File: config.mk
export PLATFORM = sky130hd
export DESIGN_NAME = rr_first_one_arbiter
export DESIGN_NICKNAME = d
export VERILOG_FILES = /design/src/rtl/rr_first_one_arbiter.sv
export SDC_FILE = /design/constraint.sdc
export NUM_CORES = 1
export LEC_CHECK = 0
export BUFFER_PORTS_ARGS = -buffer_cell sky130_fd_sc_hd__buf_2
export CAP_MARGIN = 15
export CORE_ASPECT_RATIO = 1.4
export CORE_MARGIN = 2
export CORE_UTILIZATION = 53
export CTS_CLUSTER_DIAMETER = 40
export DETAILED_ROUTE_END_ITERATION = 10
export GPL_TIMING_DRIVEN = 0
export MAX_ROUTING_LAYER = met4
export PLACE_DENSITY = 0.75
export SYNTH_ARGS = -nofsm -noshare
export SYNTH_HDL_FRONTEND = slang
export SYNTH_SLANG_ARGS = --single-unit
File: constraint.sdc
create_clock -name clk -period 7.8 [get_ports clk]
set_clock_uncertainty 0.2 [all_clocks]
set_input_delay 1.17 -clock clk [delete_from_list [all_inputs] [get_ports clk]]
set_output_delay 1.17 -clock clk [all_outputs]
set_load 0.01 [all_outputs]
File: src/rtl/rr_first_one_arbiter.sv
// Registered round-robin arbiter: rotating find-first-one search from a priority
// pointer, one-hot grant held until ack or MAX_HOLD timeout.
`timescale 1ns/1ps

module rr_first_one_arbiter #(
    parameter int N        = 8,
    parameter int MAX_HOLD = 0,
    parameter int IDW      = $clog2(N)
) (
    input  logic           clk,
    input  logic           rst_n,
    input  logic [N-1:0]   req,
    input  logic           ack,
    output logic [N-1:0]   gnt,
    output logic           gnt_valid,
    output logic [IDW-1:0] gnt_id,
    output logic           timeout
);

    localparam int HW = (MAX_HOLD > 0) ? $clog2(MAX_HOLD + 1) : 1;
    localparam int IW = IDW + 1;

    localparam logic ST_IDLE  = 1'b0;
    localparam logic ST_GRANT = 1'b1;

    logic           r_state;
    logic [N-1:0]   r_gnt;
    logic [IDW-1:0] r_gnt_id;
    logic [IDW-1:0] r_ptr;
    logic [HW-1:0]  r_hold;
    logic           r_timeout;

    logic [IDW-1:0] w_win_id;
    logic           w_found;
    logic [N-1:0]   w_win_onehot;
    logic [IDW-1:0] w_next_ptr;
    logic           w_hold_expired;

    // Rotating search: visit ptr, ptr+1, ... wrapping modulo N; first hit wins.
    always_comb begin
        logic [IW-1:0] idx;
        // NOTE: every comb output gets a default before the loop so no path leaves it unassigned (no latch).
        w_win_id = '0;
        w_found  = 1'b0;
        idx      = '0;
        for (int k = 0; k < N; k++) begin
            idx = {1'b0, r_ptr} + IW'(k);
            if (idx >= IW'(N)) begin
                idx = idx - IW'(N);
            end
            if (!w_found && req[idx[IDW-1:0]]) begin
                w_found  = 1'b1;
                w_win_id = idx[IDW-1:0];
            end
        end
    end

    assign w_win_onehot   = N'(1) << w_win_id;
    assign w_next_ptr     = (r_gnt_id == IDW'(N - 1)) ? '0 : r_gnt_id + IDW'(1);
    assign w_hold_expired = (MAX_HOLD > 0) && (r_hold == HW'(MAX_HOLD));

    always_ff @(posedge clk or negedge rst_n) begin
        if (!rst_n) begin
            r_state   <= ST_IDLE;
            r_gnt     <= '0;
            r_gnt_id  <= '0;
            r_ptr     <= '0;
            r_hold    <= '0;
            r_timeout <= 1'b0;
        end else begin
            // NOTE: non-blocking for all state so each register is computed from pre-edge values.
            r_timeout <= 1'b0;
            case (r_state)
                ST_IDLE: begin
                    if (w_found) begin
                        r_state  <= ST_GRANT;
                        r_gnt    <= w_win_onehot;
                        r_gnt_id <= w_win_id;
                        r_hold   <= HW'(1);
                    end
                end
                ST_GRANT: begin
                    if (ack || w_hold_expired) begin
                        r_state   <= ST_IDLE;
                        r_gnt     <= '0;
                        r_gnt_id  <= '0;
                        r_ptr     <= w_next_ptr;
                        r_hold    <= '0;
                        // ack takes precedence over a coincident expiry
                        r_timeout <= ~ack;
                    end else if (MAX_HOLD > 0) begin
                        r_hold <= r_hold + HW'(1);
                    end
                end
                default: r_state <= ST_IDLE;
            endcase
        end
    end

    assign gnt       = r_gnt;
    assign gnt_valid = (r_state == ST_GRANT);
    assign gnt_id    = r_gnt_id;
    assign timeout   = r_timeout;

endmodule
==> impl_metrics.toml, run 1 <==
[run_status]
status = "finished, final reports clean"

[power]
seqPwrFrac_pct = 15.0
powerDensity_mw_per_mm2 = 410.6
ir_drop_v = 0.0002802
p_clk_share_pct = 8.0
switching_share_pct = 49.93
p_sw_w = 0.0003884
internal_power_w = 0.0003895
combPwrFrac_pct = 77.0
power_leakage_nw = 0.8303

[die]
start_util_pct = 54.65
die_x_um = 51.73
pin_count = 24
row_count = 24
dieArea_mm2 = 0.003664
fp.coreArea_mm2 = 0.003093
fp.dieH_um = 70.82

[grt]
first_global_vias = 1539
grt_max_degree = 16
gr-total-overflow = 0
antenna_found_initial = 0
track_usage_pct = 25.61
grt_pass1_wl_um = 7162

[clock_network]
htreeDepth = 1
cts_post_setup_buffers_inserted = 0
cts_hold_buf = 0
cts_sinks = 15
cts_tree = "done"
clk_pin_slew_ps = 60
cts_resized = 0
cts_buffer_depth = 2
root_buffer = "clkbuf_8"
cts_buffers = 3
clkLatencyLatePin_ps = 240

[synthesis]
syn-num-nets = 190
synth_area_mm2 = 0.001690
synthCells = 175
yosysTopAreaCell = "dfrtp_1"
yosys_warnings = 0
synth_area_leaders = "dfrtp_1 (22%), mux4_2 (11%), mux2_2 (6.7%), mux2i_1 (5.3%), nand2_1 (4.7%)"
synth-main-ff-cell = "dfrtp_1"
synth.avg_cell_area_um2 = 9.659
synth.distinct_cells = 62
synth_edf_count = 0
synthArstFlopShare_pct = 100.0
synth_top_area_share_pct = 22.21
ys_seq_elements = 15
synth_seq_area_share_pct = 22.21

[sta]
fin_setup_tns_ps = 0
maxSlewViolCount = 0
relSlewSlack_pct = 58.83
max_freq_mhz = 238.2
rsz0062_at_grt = "no"
fin_crit_sh_pct = 53.82
finalHoldViolations = 0
min_period_ps = 4198
worstMarginPinSlew_ps = 601.9
setup_viol = 0

[worst_setup_path]
crit_arrival_ps = 4150
path_class = "flip-flop to flip-flop"
end_kind = "flip-flop"
reg2reg_setup_slack_ps = 3600
cp_max_fo = 10
crit_path_start_kind = "flip-flop"
critPathRequiredTime_ps = 7750

[layout]
mostFrequentLayoutCells = "buf_2 (26), nand2_1 (21), dfrtp_1 (15)"
num-nets-final = 217
drive_above_1_share_pct = 32.34
post-route-util_pct = 61.25
antenna_cells = 0
area_delta_synth_final_pct = 12.07
mostFrequentLayoutCell = "buf_2"

[job]
drv_cap = 0

[detailed_routing]
drt_iter0_drc = 77
route.vias.total = 1615
route.detailed.drc = 0
firstDrtPassIters = 4
wl_um = 4375
wire_per_inst_um = 18.23
viasPerCell = 6.729
postRouteAntennaNets = 0

[placement]
io_buffers = 22
gp_congestion = 0.9730
dp_hpwl_um = 3433

[worst_hold_path]
hold_class = "flip-flop to flip-flop"
[flip-flops by register name (all words and copies together), names as in the netlist]
register   cells
gnt            8
r_ptr          3
gnt_id         3
gnt_valid      1
[logic make-up (layout without fill, tap and decap cells)]
kind of cell / count (synthesis) / count (layout) / synth area share [%]
mux: 30 / 30 / 25.31
compound gates: 55 / 55 / 26.72
xor+xnor: 3 / 3 / 1.555
simple gates: 50 / 50 / 14.73
other cells: 1 / 1 / 0.2218
buf+inv: 17 / 43 / 6.291
fa+ha+maj: 4 / 4 / 2.961
flops: 15 / 15 / 22.21
[worst max-delay path: stages (launching register included)]
cell	delay [ps]
dfrtp_1	360
buf_6	150
buf_8	140
buf_2	210
buf_1	370
inv_1	90
ha_1	380
buf_6	190
mux4_2	540
mux2_4	300
mux2i_1	210
o32ai_1	120
a222oi_1	410
a21oi_2	180
o31ai_1	260
[per-layer routing]
| metal | vias up | wire length, um | share of wire (%) | GRT usage, % |
|---|---|---|---|---|
| met4 | 0 | 104 | 2.4 | 7.895 |
| met2 | 77 | 2268 | 52 | 43.87 |
| li1 | 745 | - | - | - |
| met1 | 779 | 1776 | 41 | 31.64 |
| met5 | - | 0 | 0 | - |
| met3 | 14 | 225 | 5.1 | 2.110 |
[power groups by stage]
| stage | sequential (W) | clock (W) | combinational, W |
|---|---|---|---|
| after floorplan | 0.000125 | 0 | 0.000450 |
| after global placement | 0.000117 | 0 | 0.000570 |
| after detailed placement | 0.000118 | 0 | 0.000587 |
| after CTS | 0.000117 | 0.0000625 | 0.000589 |
| after global routing | 0.000119 | 0.0000655 | 0.000642 |
| final | 0.000117 | 0.0000623 | 0.000599 |
[cells in the mapped netlist (2+ instances only)]
| cell | n |
|---|---|
| and2_1 | 3 |
| a21oi_1 | 8 |
| o21ai_0 | 3 |
| nor2_1 | 5 |
| o31ai_1 | 10 |
| a221o_1 | 2 |
| mux2_4 | 3 |
| mux2i_1 | 9 |
| nand3_1 | 3 |
| nand2_1 | 21 |
| xor2_1 | 2 |
| a22o_1 | 2 |
| buf_6 | 3 |
| a22oi_1 | 2 |
| inv_1 | 5 |
| mux4_2 | 8 |
| o221ai_1 | 2 |
| ha_1 | 4 |
| nor3_1 | 5 |
| a2111oi_0 | 2 |
| mux2_2 | 10 |
| nand2b_1 | 4 |
| dfrtp_1 | 15 |
| nor2b_1 | 2 |
| a221oi_1 | 2 |
| buf_2 | 4 |
[through the flow]
stage               total power, W  worst slack, ps  instance area [um2]  hold slack (ps)  instances
floorplan                0.0005746             4105                 1690            314.4        175
global placement         0.0006861             3709                 1849            260.2        236
detailed placement       0.0007051             3623                 1849            265.5        236
CTS                      0.0007689             3619                 1894            278.1        240
global route             0.0008269             3382                 1894            300.0        240
finish                   0.0007779             3602                 1894            275.6        240
[worst paths after layout]
| path | cells past startpoint | to | startpoint |
|---|---|---|---|
| worst max-delay path | 14 | gnt[4]$_DFFE_PN0P_ | r_ptr[0]$_DFFE_PN0P_ |
| worst min-delay path | 2 | gnt[2]$_DFFE_PN0P_ | gnt[2]$_DFFE_PN0P_ |
| worst max register to register | 14 | gnt[4]$_DFFE_PN0P_ | r_ptr[0]$_DFFE_PN0P_ |
| worst min register to register | 2 | gnt[2]$_DFFE_PN0P_ | gnt[2]$_DFFE_PN0P_ |
| max in group asynchronous | 1 | gnt_id[2]$_DFFE_PN0P_ | rst_n |
| min in group asynchronous | 1 | gnt[1]$_DFFE_PN0P_ | rst_n |
[cell type report]
cell class | count | area, um2
multi-input cells | 143 | 1209
fillers | 268 | 1199
flip-flops and latches | 15 | 375.4
repair buffers | 22 | 110.1
plain buffers | 11 | 83.83
well taps | 39 | 48.80
clock buffers | 4 | 45.04
inverters | 6 | 22.52
Power figures use the tool's default switching activity.
==> run 2, diff against run 1 <==
--- a/config.mk
+++ b/config.mk
@@ -5,6 +5,7 @@
 export SDC_FILE = /design/constraint.sdc
 export NUM_CORES = 1
 export LEC_CHECK = 0
+export ABC_AREA = 1
 export BUFFER_PORTS_ARGS = -buffer_cell sky130_fd_sc_hd__buf_2
 export CAP_MARGIN = 15
 export CORE_ASPECT_RATIO = 1.4
@@ -14,7 +15,7 @@
 export DETAILED_ROUTE_END_ITERATION = 10
 export GPL_TIMING_DRIVEN = 0
 export MAX_ROUTING_LAYER = met4
-export PLACE_DENSITY = 0.75
+export PLACE_DENSITY = 0.76
 export SYNTH_ARGS = -nofsm -noshare
 export SYNTH_HDL_FRONTEND = slang
 export SYNTH_SLANG_ARGS = --single-unit
==> constraint.sdc (replaced) <==
create_clock -name clk -period 4.38 [get_ports clk]
set_clock_uncertainty 0.2 [all_clocks]
set_input_delay 0.657 -clock clk [delete_from_list [all_inputs] [get_ports clk]]
set_output_delay 0.657 -clock clk [all_outputs]
set_load 0.01 [all_outputs]
==> run 2 against run 1 <==
  * Register-to-register slack got worse by 2400 ps
  * Design area decreased by 16%
  * Area after synthesis decreased by 16%
  * Synthesized cell count increased by 30%
  * Non-clock buffer count decreased by 5
  * First-iteration DRC count decreased by 58%
==> impl_metrics.toml, run 2 <==
[synthesis]
yosys_warnings = 0
yosysMostFrequentCell = "nand2_1"
synth-main-ff-cell = "dfrtp_1"
syn-num-nets = 243
synth.distinct_cells = 26
synth.avg_cell_area_um2 = 6.212
synthCells = 228
synth_top_area_share_pct = 26.50
synth_area_mm2 = 0.001416
yosysTopAreaCell = "dfrtp_1"
synth_edf_count = 0
synthArstFlopShare_pct = 100.0
ys_seq_elements = 15
synth_area_leaders = "dfrtp_1 (27%), nand2_1 (22%), nand3_1 (14%), inv_1 (5.3%), nor2_1 (4.5%)"
synth_common_cells = "nand2_1 (83), nand3_1 (41), inv_1 (20)"
synth_seq_area_share_pct = 26.50

[clock_network]
htreeDepth = 1
cts_sinks = 15
cts_hold_buf = 0
cts_buffers = 3
clkLatencyLatePin_ps = 280
cts_resized = 0
cts_buffer_depth = 2
clk_pin_slew_ps = 90
root_buffer = "clkbuf_4"
cts_tree = "done"
cts_post_setup_buffers_inserted = 0

[detailed_routing]
route.detailed.drc = 0
wire_per_inst_um = 12.15
firstDrtPassIters = 4
viasPerCell = 5.303
wl_um = 3523
route.vias.total = 1538
postRouteAntennaNets = 0
drt_iter0_drc = 32

[placement]
dp_hpwl_um = 2909
io_buffers = 22
gp_congestion = 0.9038

[sta]
maxSlewViolCount = 0
rsz0062_at_grt = "no"
setup_viol = 0
max_freq_mhz = 309.9
finalHoldViolations = 0
min_period_ps = 3227
fin_crit_sh_pct = 73.68
fin_setup_tns_ps = 0

[die]
fp.dieH_um = 65.17
row_count = 22
start_util_pct = 54.74
pin_count = 24
dieArea_mm2 = 0.003108
fp.coreArea_mm2 = 0.002587
die_x_um = 47.69

[job]
drv_cap = 0

[worst_setup_path]
crit_arrival_ps = 3230
critPathSlowestCell = "dfrtp_1"
critPathMaxStageDelay_ps = 380
end_kind = "flip-flop"
path_class = "flip-flop to flip-flop"
path_common_cell = "nand3_1"
path_cells = "buf_4, inv_2, ha_1, inv_1, nand3_1, nand3_2, nand2_2, nor2_8, nand4_4, nor2_4, nand3_1, nand2_1, inv_1, nand2_1, nand3_1, o21ai_0"
crit_path_start_kind = "flip-flop"
cp_max_fo = 9
critPathRequiredTime_ps = 4380

[run_status]
status = "finished, final reports clean"

[layout]
area_delta_synth_final_pct = 12.90
largest_reg_flops = 8
mostFrequentLayoutCells = "nand2_1 (83), nand3_1 (41), buf_2 (23)"
drive_above_1_share_pct = 17.72
mostFrequentLayoutCell = "nand2_1"
antenna_cells = 0
num-nets-final = 270

[grt]
grt_pass1_wl_um = 5878
gr-total-overflow = 0
first_global_vias = 1426
track_usage_pct = 26.86
grt_max_degree = 16
antenna_found_initial = 0

[worst_hold_path]
hold_class = "primary input to async pin"
[run 2: logic make-up after synthesis]
| logic type | count (synthesis) | share of synthesized area (%) |
|---|---|---|
| compound gates | 19 | 7.508 |
| other cells | 1 | 0.2648 |
| flops | 15 | 26.50 |
| fa+ha+maj | 4 | 3.534 |
| buf+inv | 29 | 9.363 |
| simple gates | 157 | 50.97 |
| xor+xnor | 3 | 1.855 |
[run 2: area by class of cell]
| class | count | area, um2 |
|---|---|---|
| Fill cell | 298 | 988.4 |
| Inverter | 23 | 86.33 |
| Multi-Input combinational cell | 184 | 908.4 |
| Tap cell | 36 | 45.04 |
| Clock inverter | 1 | 5.005 |
| Clock buffer | 3 | 22.52 |
| Sequential cell | 15 | 375.4 |
| Buffer | 6 | 46.29 |
| Timing Repair Buffer | 22 | 110.1 |
[run 2: metal layers]
layer / GRT usage (%) / vias to the layer above / part of all wire [%]
met5: - / - / 0
met4: 10.81 / 0 / 2.2
met3: 0.8242 / 8 / 3.0
met2: 48.00 / 35 / 54
met1: 29.61 / 702 / 40
li1: - / 793 / -
[run 2: path summary, 6_finish.rpt]
kind | from | endpoint | slack (ps) | cells after the start
setup / recovery | r_ptr[1]$_DFFE_PN0P_ | gnt[4]$_DFFE_PN0P_ | 1150 | 16
hold / removal | rst_n | gnt_id[2]$_DFFE_PN0P_ | 50 | 1
setup reg to reg | r_ptr[1]$_DFFE_PN0P_ | gnt[4]$_DFFE_PN0P_ | 1150 | 16
hold reg to reg | gnt[7]$_DFFE_PN0P_ | gnt[7]$_DFFE_PN0P_ | 290 | 2
max in group asynchronous | rst_n | gnt[6]$_DFFE_PN0P_ | 3680 | 1
min in group clk | gnt[7]$_DFFE_PN0P_ | gnt[7]$_DFFE_PN0P_ | 290 | 2
[run 2: per-stage QoR]
step | cells | setup slack [ps] | utilization (%) | cell area [um2] | hold slack, ps
after detailed placement | 286 | 1138 | 60.73 | 1572 | 273.0
after CTS | 290 | 1139 | 61.80 | 1599 | 48.65
after global routing | 290 | 865.3 | 61.80 | 1599 | 74.88
final | 290 | 1153 | 61.80 | 1599 | 53.30
after global placement | 286 | 1200 | 60.73 | 1572 | 264.2
after floorplan | 228 | 1735 | - | 1416 | 161.4
[run 2: worst max-delay path, delay by kind of cell, from the launching register on]
| family | cells | cell delay (ps) |
|---|---|---|
| simple gates | 10 | 1320 |
| buf+inv | 4 | 640 |
| flops | 1 | 380 |
| fa+ha+maj | 1 | 380 |
| compound gates | 1 | 220 |
Power of run 2 is not shown: default switching activity piles up to over one toggle a cycle in this logic, so the estimate is an artifact.
